`src/rtl/seg_scroll_if.sv`:
```
// Host-side control strobes plus display/status outputs for seg_scroll_ctrl.
// The host drives through the master modport; the controller attaches as slave.
interface seg_scroll_if #(
  parameter int NDIG  = 4,
  parameter int DEPTH = 16
) ();
  logic                         clr;
  logic                         wr_en;
  logic [3:0]                   wr_data;
  logic                         go;
  logic                         stop;
  logic [7*NDIG-1:0]            seg;
  logic [$clog2(DEPTH+1)-1:0]   count;
  logic                         full;
  logic                         busy;
  logic                         done;

  modport master (
    output clr, wr_en, wr_data, go, stop,
    input  seg, count, full, busy, done
  );

  modport slave (
    input  clr, wr_en, wr_data, go, stop,
    output seg, count, full, busy, done
  );
endinterface

```
`src/rtl/seg_scroll_ctrl.sv`:
```
// Scrolls a stored hex message right-to-left across NDIG active-low 7-segment digits.
// Optional macro SEG_SCROLL_ONESHOT_EN: stop after one full pass and pulse done.
module seg_scroll_ctrl #(
  parameter int NDIG     = 4,
  parameter int DEPTH    = 16,
  parameter int TICK_DIV = 12500000
) (
  input logic        clk,
  input logic        rst,
  seg_scroll_if.slave bus
);

  localparam int CW = $clog2(DEPTH + 1);
  localparam int AW = (DEPTH > 1) ? $clog2(DEPTH) : 1;
  localparam int PW = $clog2(DEPTH + NDIG);
  localparam int DW = (TICK_DIV > 1) ? $clog2(TICK_DIV) : 1;

  typedef enum logic [1:0] {IDLE, SCROLL, HOLD} state_t;

  state_t            state, state_next;
  logic [DW-1:0]     divider, divider_next;
  logic [PW-1:0]     pos, pos_next;
  logic [CW-1:0]     count;
  logic [3:0]        msg_buf [DEPTH];
  logic [7*NDIG-1:0] seg_q, seg_next;
  logic              busy;
  logic              go_eff;
  logic              write_ok;
  logic              tick;
  logic [PW:0]       period;
  logic [PW:0]       pos_inc;
  logic [PW-1:0]     pos_step;
  logic [PW:0]       idx;
`ifdef SEG_SCROLL_ONESHOT_EN
  logic              done_next;
  logic              done_q;
`endif

  function automatic logic [6:0] hex7(input logic [3:0] n);
    case (n)
      4'h0: hex7 = 7'b0000001;
      4'h1: hex7 = 7'b1001111;
      4'h2: hex7 = 7'b0010010;
      4'h3: hex7 = 7'b0000110;
      4'h4: hex7 = 7'b1001100;
      4'h5: hex7 = 7'b0100100;
      4'h6: hex7 = 7'b0100000;
      4'h7: hex7 = 7'b0001111;
      4'h8: hex7 = 7'b0000000;
      4'h9: hex7 = 7'b0001100;
      4'hA: hex7 = 7'b0001000;
      4'hB: hex7 = 7'b1100000;
      4'hC: hex7 = 7'b0110001;
      4'hD: hex7 = 7'b1000010;
      4'hE: hex7 = 7'b0110000;
      default: hex7 = 7'b0111000;
    endcase
  endfunction

  // stop outranks go; a go that starts scrolling swallows a same-cycle write
  assign go_eff   = bus.go && !bus.stop;
  assign write_ok = (state == IDLE) && bus.wr_en && !bus.clr &&
                    (count < CW'(DEPTH)) && !(go_eff && (count != '0));
  assign period   = (PW+1)'(count) + (PW+1)'(NDIG);
  assign pos_inc  = (PW+1)'(pos) + (PW+1)'(1);
  assign pos_step = (pos_inc == period) ? '0 : pos_inc[PW-1:0];
  assign tick     = (divider == DW'(TICK_DIV - 1));

  always_ff @(posedge clk) begin
    if (rst) state <= IDLE;
    else     state <= state_next;
  end

  always_comb begin
    state_next   = state;
    pos_next     = pos;
    divider_next = divider;
`ifdef SEG_SCROLL_ONESHOT_EN
    done_next    = 1'b0;
`endif
    if (bus.clr) begin
      state_next = IDLE;
    end else begin
      case (state)
        IDLE: begin
          if (go_eff && (count != '0)) begin
            state_next   = SCROLL;
            pos_next     = PW'(count);
            divider_next = '0;
          end
        end
        SCROLL: begin
          if (bus.stop) begin
            state_next = HOLD;
          end else if (tick) begin
            divider_next = '0;
`ifdef SEG_SCROLL_ONESHOT_EN
            // returning to pos == L means the whole message has passed through
            if (pos_step == PW'(count)) begin
              state_next = IDLE;
              done_next  = 1'b1;
            end else begin
              pos_next = pos_step;
            end
`else
            pos_next = pos_step;
`endif
          end else begin
            divider_next = divider + DW'(1);
          end
        end
        HOLD: begin
          if (bus.stop)    state_next = IDLE;
          else if (bus.go) state_next = SCROLL;
        end
        default: state_next = IDLE;
      endcase
    end
  end

  always_comb begin
    busy     = (state != IDLE);
    seg_next = '1;
    idx      = '0;
    if (state != IDLE) begin
      for (int k = 0; k < NDIG; k++) begin
        idx = (PW+1)'(pos) + (PW+1)'(k);
        if (idx >= period) idx = idx - period;
        if (idx < (PW+1)'(count))
          seg_next[7*(NDIG-1-k) +: 7] = hex7(msg_buf[idx[AW-1:0]]);
      end
    end
  end

  always_ff @(posedge clk) begin
    if (rst) begin
      pos     <= '0;
      divider <= '0;
      count   <= '0;
      seg_q   <= '1;
    end else begin
      pos     <= pos_next;
      divider <= divider_next;
      seg_q   <= seg_next;
      if (bus.clr)       count <= '0;
      else if (write_ok) count <= count + CW'(1);
    end
  end

  always_ff @(posedge clk) begin
    if (!rst && write_ok) msg_buf[count[AW-1:0]] <= bus.wr_data;
  end

`ifdef SEG_SCROLL_ONESHOT_EN
  always_ff @(posedge clk) begin
    if (rst) done_q <= 1'b0;
    else     done_q <= done_next;
  end
  assign bus.done = done_q;
`else
  assign bus.done = 1'b0;
`endif

  assign bus.seg   = seg_q;
  assign bus.count = count;
  assign bus.full  = (count == CW'(DEPTH));
  assign bus.busy  = busy;

endmodule

```
`src/flat_wrapper.sv`:
```
// flat-port wrapper written by rule: the top's interface ports become plain ports
module seg_scroll_ctrl_flat 
#(
  parameter int NDIG     = 4,
  parameter int DEPTH    = 16,
  parameter int TICK_DIV = 12500000
)
  (clk, rst, bus_clr, bus_wr_en, bus_wr_data, bus_go, bus_stop, bus_seg, bus_count, bus_full, bus_busy, bus_done);
  seg_scroll_if #(.NDIG(NDIG), .DEPTH(DEPTH)) bus_i ();
  input logic clk;
  input logic rst;
  input wire logic [$bits(bus_i.clr)-1:0] bus_clr;
  input wire logic [$bits(bus_i.wr_en)-1:0] bus_wr_en;
  input wire logic [$bits(bus_i.wr_data)-1:0] bus_wr_data;
  input wire logic [$bits(bus_i.go)-1:0] bus_go;
  input wire logic [$bits(bus_i.stop)-1:0] bus_stop;
  output wire logic [$bits(bus_i.seg)-1:0] bus_seg;
  output wire logic [$bits(bus_i.count)-1:0] bus_count;
  output wire logic [$bits(bus_i.full)-1:0] bus_full;
  output wire logic [$bits(bus_i.busy)-1:0] bus_busy;
  output wire logic [$bits(bus_i.done)-1:0] bus_done;
  assign bus_i.clr = bus_clr;
  assign bus_i.wr_en = bus_wr_en;
  assign bus_i.wr_data = bus_wr_data;
  assign bus_i.go = bus_go;
  assign bus_i.stop = bus_stop;
  assign bus_seg = bus_i.seg;
  assign bus_count = bus_i.count;
  assign bus_full = bus_i.full;
  assign bus_busy = bus_i.busy;
  assign bus_done = bus_i.done;
  seg_scroll_ctrl #(.NDIG(NDIG), .DEPTH(DEPTH), .TICK_DIV(TICK_DIV)) u_core (.clk(clk), .rst(rst), .bus(bus_i));
endmodule
```
`config.mk`:
```
export PLATFORM = sky130hd
export DESIGN_NAME = seg_scroll_ctrl_flat
export DESIGN_NICKNAME = d
export VERILOG_FILES = /design/src/rtl/seg_scroll_if.sv /design/src/rtl/seg_scroll_ctrl.sv /design/src/flat_wrapper.sv
export SDC_FILE = /design/constraint.sdc
export NUM_CORES = 1
export LEC_CHECK = 0
export CORE_UTILIZATION = 30
export CTS_BUF_LIST = sky130_fd_sc_hd__clkbuf_8 sky130_fd_sc_hd__clkbuf_16
export CTS_CLUSTER_DIAMETER = 40
export DETAILED_ROUTE_END_ITERATION = 7
export HOLD_SLACK_MARGIN = 0.08
export PLACE_DENSITY = 0.57
export SLEW_MARGIN = 20
export SYNTH_ARGS = -nofsm -noshare
export SYNTH_HDL_FRONTEND = slang
export SYNTH_SLANG_ARGS = --single-unit
```
`constraint.sdc`:
```
create_clock -name clk -period 4.9 [get_ports clk]
set_input_delay 0.98 -clock clk [delete_from_list [all_inputs] [get_ports clk]]
set_output_delay 0.98 -clock clk [all_outputs]
set_load 0.1 [all_outputs]
```
# Yosys cells after proc, flatten, opt, wreduce, memory -nomap -nowiden
# Memory sizes are Yosys's and may differ from the RTL's. A register that Yosys moved wholly into a read port is not among the register bits.
# Cells that the tools add are included.
totals:
  reg_bits: 36
  mem_bits_rw: 64
  mem_bits_ro: 448
  in_bits: 10
  output_inout_bits: 36
  word_cells: 91
  mem_count: 5
classes:
  add_sub_neg: 10
  n_lt_le_gt_ge: 9
  n_eq_ne: 10
  mux: 24
  bitwise: 6
  reduce_logical: 23
mem_list:
  columns: ["name", "depth", "word_bits", "rd", "rd_clocked_by_memory_dff", "wr", "line_no", "source"]
  rows:
  - ["(name not given)", 16, 7, 1, 1, 0, "seg_scroll_ctrl.sv:40", "case (n)"]
  - ["(name not given)", 16, 7, 1, 1, 0, "seg_scroll_ctrl.sv:40", null]
  - ["(name not given)", 16, 7, 1, 1, 0, "seg_scroll_ctrl.sv:40", null]
  - ["(name not given)", 16, 7, 1, 1, 0, "seg_scroll_ctrl.sv:40", null]
  - ["u_core.msg_buf", 16, 4, 4, 0, 1, "seg_scroll_ctrl.sv:24", "logic [3:0] msg_buf [DEPTH];"]
ops:
  columns: ["cell", "count"]
  rows:
  - ["$mux W24", 3]
  - ["$mux W6", 8]
  - ["$pmux W24 S2", 1]
  - ["$add A24 B1 Y24 const B", 1]
  - ["$eq A24 B24 Y1 const B", 1]
  - ["$lt A6 B5 Y1", 4]
  - ["$mux W5", 4]
  - ["$ge A6 B6 Y1", 3]
  - ["$sub A6 B6 Y6", 3]
  - ["$add A5 B2 Y6 const B", 2]
  - ["$reduce_or A3 Y1", 4]
  - ["$pmux W5 S2", 1]
  - ["$mux W2", 4]
  - ["$logic_and A1 B1 Y1", 7]
  - ["$add A5 B1 Y6 const B", 1]
  - ["$add A5 B3 Y6 const B", 1]
  - ["$eq A6 B6 Y1", 1]
  - ["$ge A5 B6 Y1", 1]
  - ["$ne A2 B2 Y1 const B", 3]
  - ["$not A1 Y1", 6]
  - ["$pmux W2 S3", 1]
  - ["$sub A5 B6 Y6", 1]
  - ["$add A5 B1 Y5 const B", 1]
  - ["$eq A5 B5 Y1 const B", 1]
  - ["14 further kinds", 19]

# Depth between registers and ports, before layout
depth:
  word_depth: 8
  mapped_depth: 21
  ltp_nobuf: 18

# Worst setup path before layout
# OpenSTA, ideal clock, no wires.
synth_timing:
  path_type: "register -> register"
  from: "register u_core.count[2], in the netlist u_core.bus.count[2]"
  to: "register u_core.seg_q[10], in the netlist u_core.bus.seg[10]"
  setup_ns: 0.144
  arrival_ns: 5.044
  t_required_ns: 4.756
  path_slack_ns: -0.288
  stages_incl_launch_ff: 21
  path_buffers: 2
  synth_period_minus_slack_ns: 5.188
  cell_sequence: "dfxtp_1 -> inv_1 -> ha_1 -> inv_1 -> ha_1 -> a21o_1 -> a21o_1 -> a21o_1 -> a21o_1 -> clkbuf_1 -> clkbuf_1 -> and2_1 -> a211oi_1 -> a211oi_1 -> nor4_1 -> inv_1 -> ha_1 -> inv_1 -> nand2_1 -> a21oi_1 -> o21ai_1"
synth_via:
  elab_chain_cells: 7
  word_cells_on_any_way: 9
  cone_classes: "add/sub: 2; order compare: 2; mux: 2; bitwise: 1; reduce/logical: 1; memory: 1"
synth_lines:
  columns: ["item", "line_no", "source"]
  rows:
  - ["start: declaration", "seg_scroll_ctrl.sv:23", "logic [CW-1:0] count;"]
  - ["start signal: assignment", "seg_scroll_ctrl.sv:146", "else if (write_ok) count <= count + CW'(1);"]
  - ["$add A5 B3 Y6", "seg_scroll_ctrl.sv:64", "assign period = (PW+1)'(count) + (PW+1)'(NDIG);"]
  - ["$sub A6 B6 Y6 / $ge A6 B6 Y1 (equally long branches)", "seg_scroll_ctrl.sv:128", "if (idx >= period) idx = idx - period;"]
  - ["$mux W6", "seg_scroll_ctrl.sv:128", null]
  - ["$mux W6", "seg_scroll_ctrl.sv:125", "if (state != IDLE) begin"]
  - ["$lt A6 B5 Y1", "seg_scroll_ctrl.sv:129", "if (idx < (PW+1)'(count))"]
  - ["$not A1 Y1 (no source line)", null, null]
  - ["$reduce_or A3 Y1 (no source line)", null, null]
  - ["end: declaration", "seg_scroll_ctrl.sv:25", "logic [7*NDIG-1:0] seg_q, seg_next;"]
# Parallel ways exist; a longest one is shown, timed or not. The select of a mux whose other input is x is not followed.
# A chain may end at the register's enable or synchronous reset.

# Final worst setup path
layout_timing:
  from: "register u_core.pos[1]"
  to: "register u_core.seg_q[17], in the netlist u_core.bus.seg[17]"
layout_via:
  elab_chain_cells: 7
  word_cells_on_any_way: 9
  cone_classes: "add/sub: 2; order compare: 2; mux: 2; bitwise: 1; reduce/logical: 1; memory: 1"
layout_lines:
  columns: ["item", "line_no", "source"]
  rows:
  - ["start: declaration", "seg_scroll_ctrl.sv:22", "logic [PW-1:0] pos, pos_next;"]
  - ["start signal: assignment", "seg_scroll_ctrl.sv:142", "pos <= pos_next;"]
  - ["$add A5 B1 Y6 *", "seg_scroll_ctrl.sv:127", "idx = (PW+1)'(pos) + (PW+1)'(k);"]
  - ["$sub A6 B6 Y6 / $ge A6 B6 Y1 (equally long branches)", "seg_scroll_ctrl.sv:128", null]
  - ["$mux W6 *", "seg_scroll_ctrl.sv:128", null]
  - ["$mux W6 *", "seg_scroll_ctrl.sv:125", null]
  - ["$lt A6 B5 Y1", "seg_scroll_ctrl.sv:129", null]
  - ["$not A1 Y1 (no source line)", null, null]
  - ["$reduce_or A3 Y1 (no source line)", null, null]
# Every way passes the cells marked *; elsewhere a longest branch is shown, timed or not. The select of a mux whose other input is x is not followed.

==> impl_metrics.yaml <==
clock_network:
  cts_tree: "yes"
  clkTransAtPathRegs_ns: 0.06
  post_cts_buffers: 0
  numCtsBuffers: 17
  cts_resized: 2
  clock_sinks: 128
  clk_latency_ns: 0.44
  postCtsHoldBufs: 0
  cts_root_buf: "clkbuf_16"
  clock_path_buffers: 2
  htreeDepth: 4
sta:
  clock_skew_ns: 0.0133
  maxSlewViolCount: 0
  worst_slack_ns: 0.364
  slew_headroom_pct: 32.8
  rsz0062_at_grt: "no"
  layout_worst_path_cycle_share_pct: 92.6
  finalSetupViolCount: 0
  worstMarginPinSlew_ns: 1.01
  max_freq_ghz: 0.220
  fin_crit_ns: 4.54
  hold_viol: 0
synth:
  synth.area.top_cells: "edfxtp_1 20%, dfxtp_1 13%, ha_1 8.7%, mux2i_1 4.6%, nand2_1 4.0%"
  synth_nets: 1146
  ys_types: 89
  yosys_register_bits: 128
  avgSynthCellArea_um2: 9.20
  yosysTopAreaCell: "edfxtp_1"
  synth-seq-area-share_pct: 32.7
  synth_edf_count: 64
  synth.top_cell.area_share_pct: 19.6
  synth_area_mm2: 0.00978
  async_flop_share_pct: 0
  ys.flop_type: "edfxtp_1"
  ys_warn_count: 0
  synth_cells: 1064
critical_path:
  critical_path_required_ns: 5.23
  path_cells: "inv_1 -> ha_4 -> inv_1 -> fa_1 -> nor2b_1 -> o21bai_2 -> and3_1 -> mux2_4 -> mux2_1 -> o22ai_1 -> a221oi_1 -> a21oi_1 -> inv_1 -> ha_1 -> o211a_1 -> o31ai_1"
  cp-start-kind: "flop"
  path_common_cell: "inv_1"
  path_class: "reg -> reg"
  cp_top_family: "adder cells"
  path_buf_inv: 3
  ff2ff_setup_slack_ns: 0.36
  slowest_delay_ns: 0.47
  critPathArrivalTime_ns: 4.87
  slowest_stage: "fa_1"
  worstSetupEndpointType: "flop"
  crit_fanout: 22
die:
  dieHeight_um: 183
  io_pins: 46
  die_w_um: 183
  core_area_mm2: 0.0318
  die_area_mm2: 0.0333
  start_util_pct: 30.8
  rows: 65
global_routing:
  antenna_found_initial: 0
  grt_start_max_net_pins: 34
  gr-total-overflow: 0
  grt_pass1_vias: 8119
  track_usage_pct: 18.6
  grt_pass1_wl_um: 47300
cells_and_area:
  design_area_mm2: 0.0116
  fillers: 3165
  final_cell_count_no_fill: 1570
  area_growth_pct: 18.2
  layout.area.seq_mm2: 0.00321
  nNetsFinal: 1205
  drive_above_1_share_pct: 13.5
  multi_input_area_mm2: 0.00621
  antenna-diode-count: 0
route:
  ant_nets: 0
  via_per_inst: 5.56
  dr.pass1.iters: 7
  wl_per_cell_um: 19.4
  drc_errors: 0
  num_vias: 8731
  routed_wl_um: 30500
  drtIter0Drc: 1154
place:
  gp_congestion: 0.960
  portBuffers: 44
  dp_cells: 1539
  placed_area_mm2: 0.0109
  hpwl_um: 23500
  dp_slack_ns: -0.0286
status:
  status: "complete, no violations"
pwr:
  p_per_area_mw_per_mm2: 247
  cellLeakagePower_nw: 4.34
  ir_drop_mv: 0.228
run:
  cap_viol_max_count: 0
min_path:
  holdCritPathClass: "reg -> reg"
metal layers:
| metal | track usage, % | share of wire (%) | vias to the layer above |
|---|---|---|---|
| met3 | 3.97 | 9.5 | 38 |
| met2 | 28.2 | 44 | 400 |
| li1 | - | - | 4137 |
| met5 | 0 | 0 | - |
| met1 | 26.2 | 45 | 4156 |
| met4 | 5.78 | 1.7 | 0 |
cell usage after synthesis, types with 21 or more instances:
cell type / number
a211oi_1: 31
a21oi_1: 46
and3_1: 27
buf_2: 21
clkbuf_1: 30
dfxtp_1: 64
edfxtp_1: 64
ha_1: 68
inv_1: 45
mux2i_1: 45
nand2_1: 105
nand3_1: 32
nor2_1: 70
o21ai_0: 34
xnor2_1: 24
xor2_1: 21
cell type report:
class                      instances  share of cell area [%]
tap                              435                    4.71
multi-input combinational        831                    53.7
timing repair buffer              96                    7.40
inverter                          49                    1.59
clock inverter                    14                    1.16
clock buffer                      17                    3.68
sequential                       128                    27.8
cell families after synthesis:
kind of cell | Yosys count | share of synthesized area (%)
compound gates | 302 | 22.8
flops | 128 | 32.7
xor+xnor | 45 | 4.03
buf+inv | 105 | 4.54
mux | 78 | 9.55
fa+ha+maj | 72 | 9.51
simple gates | 333 | 16.8
other cells | 1 | 0.0383
worst min-delay path, delay by kind of cell, from the launching register on:
kind	cells	cell delay (ns)
and+or+nand+nor	1	0.07
DFF	1	0.34
xor gates and xnor gates	1	0.07
cell usage in the layout, fill, tap and decap left out, drive strengths merged, types with 9 or more instances in the layout:
cell	count
clkbuf	17
nand2	106
nand4	10
o21ai	39
nand3	32
nor2b	19
mux2	21
nor2	71
ha	68
o221ai	12
and3	28
o211ai	17
buf	52
inv	52
mux2i	49
nor4	10
edfxtp	64
a21boi	9
xnor2	24
o31ai	9
xor2	21
clkdlybuf4s50	44
a211oi	32
a221oi	13
a21o	14
nor3	12
nand2b	16
dfxtp	64
a311oi	17
a22oi	16
a21oi	49
sequential cells by signal (all words and copies together) (netlist names):
name	cells
u_core.bus.seg	28
u_core.bus.count	5
u_core.divider	24
u_core.msg_buf	64
u_core.pos	5
u_core.state	2
path summary, 6_finish.rpt:
check                           cells past startpoint                 end          startpoint
worst max register to register                     16  u_core.bus.seg[17]       u_core.pos[1]
worst min register to register                      2  u_core.divider[21]  u_core.divider[21]
worst min-delay path                                2  u_core.divider[21]  u_core.divider[21]
worst max-delay path                               16  u_core.bus.seg[17]       u_core.pos[1]
through the flow:
stage | total power, mW | hold slack [ns] | util [%] | TNS [ns]
CTS | 2.87 | 0.510 | 36.2 | 0
finish | 2.85 | 0.510 | 36.4 | 0
floorplan | 1.51 | 0.467 | - | 0
global route | 2.97 | 0.532 | 36.4 | 0
global placement | 1.63 | 0.493 | 34.4 | -0.0641
detailed placement | 1.64 | 0.497 | 34.4 | -0.0600
where the power goes:
group / switching [mW] / internal [mW] / leakage (nW)
Clock: 0.525 / 0.701 / 0.264
Combinational: 0.300 / 0.198 / 2.98
Sequential: 0.00427 / 1.13 / 1.09
Note: power is estimated with default switching activity, not from simulation.
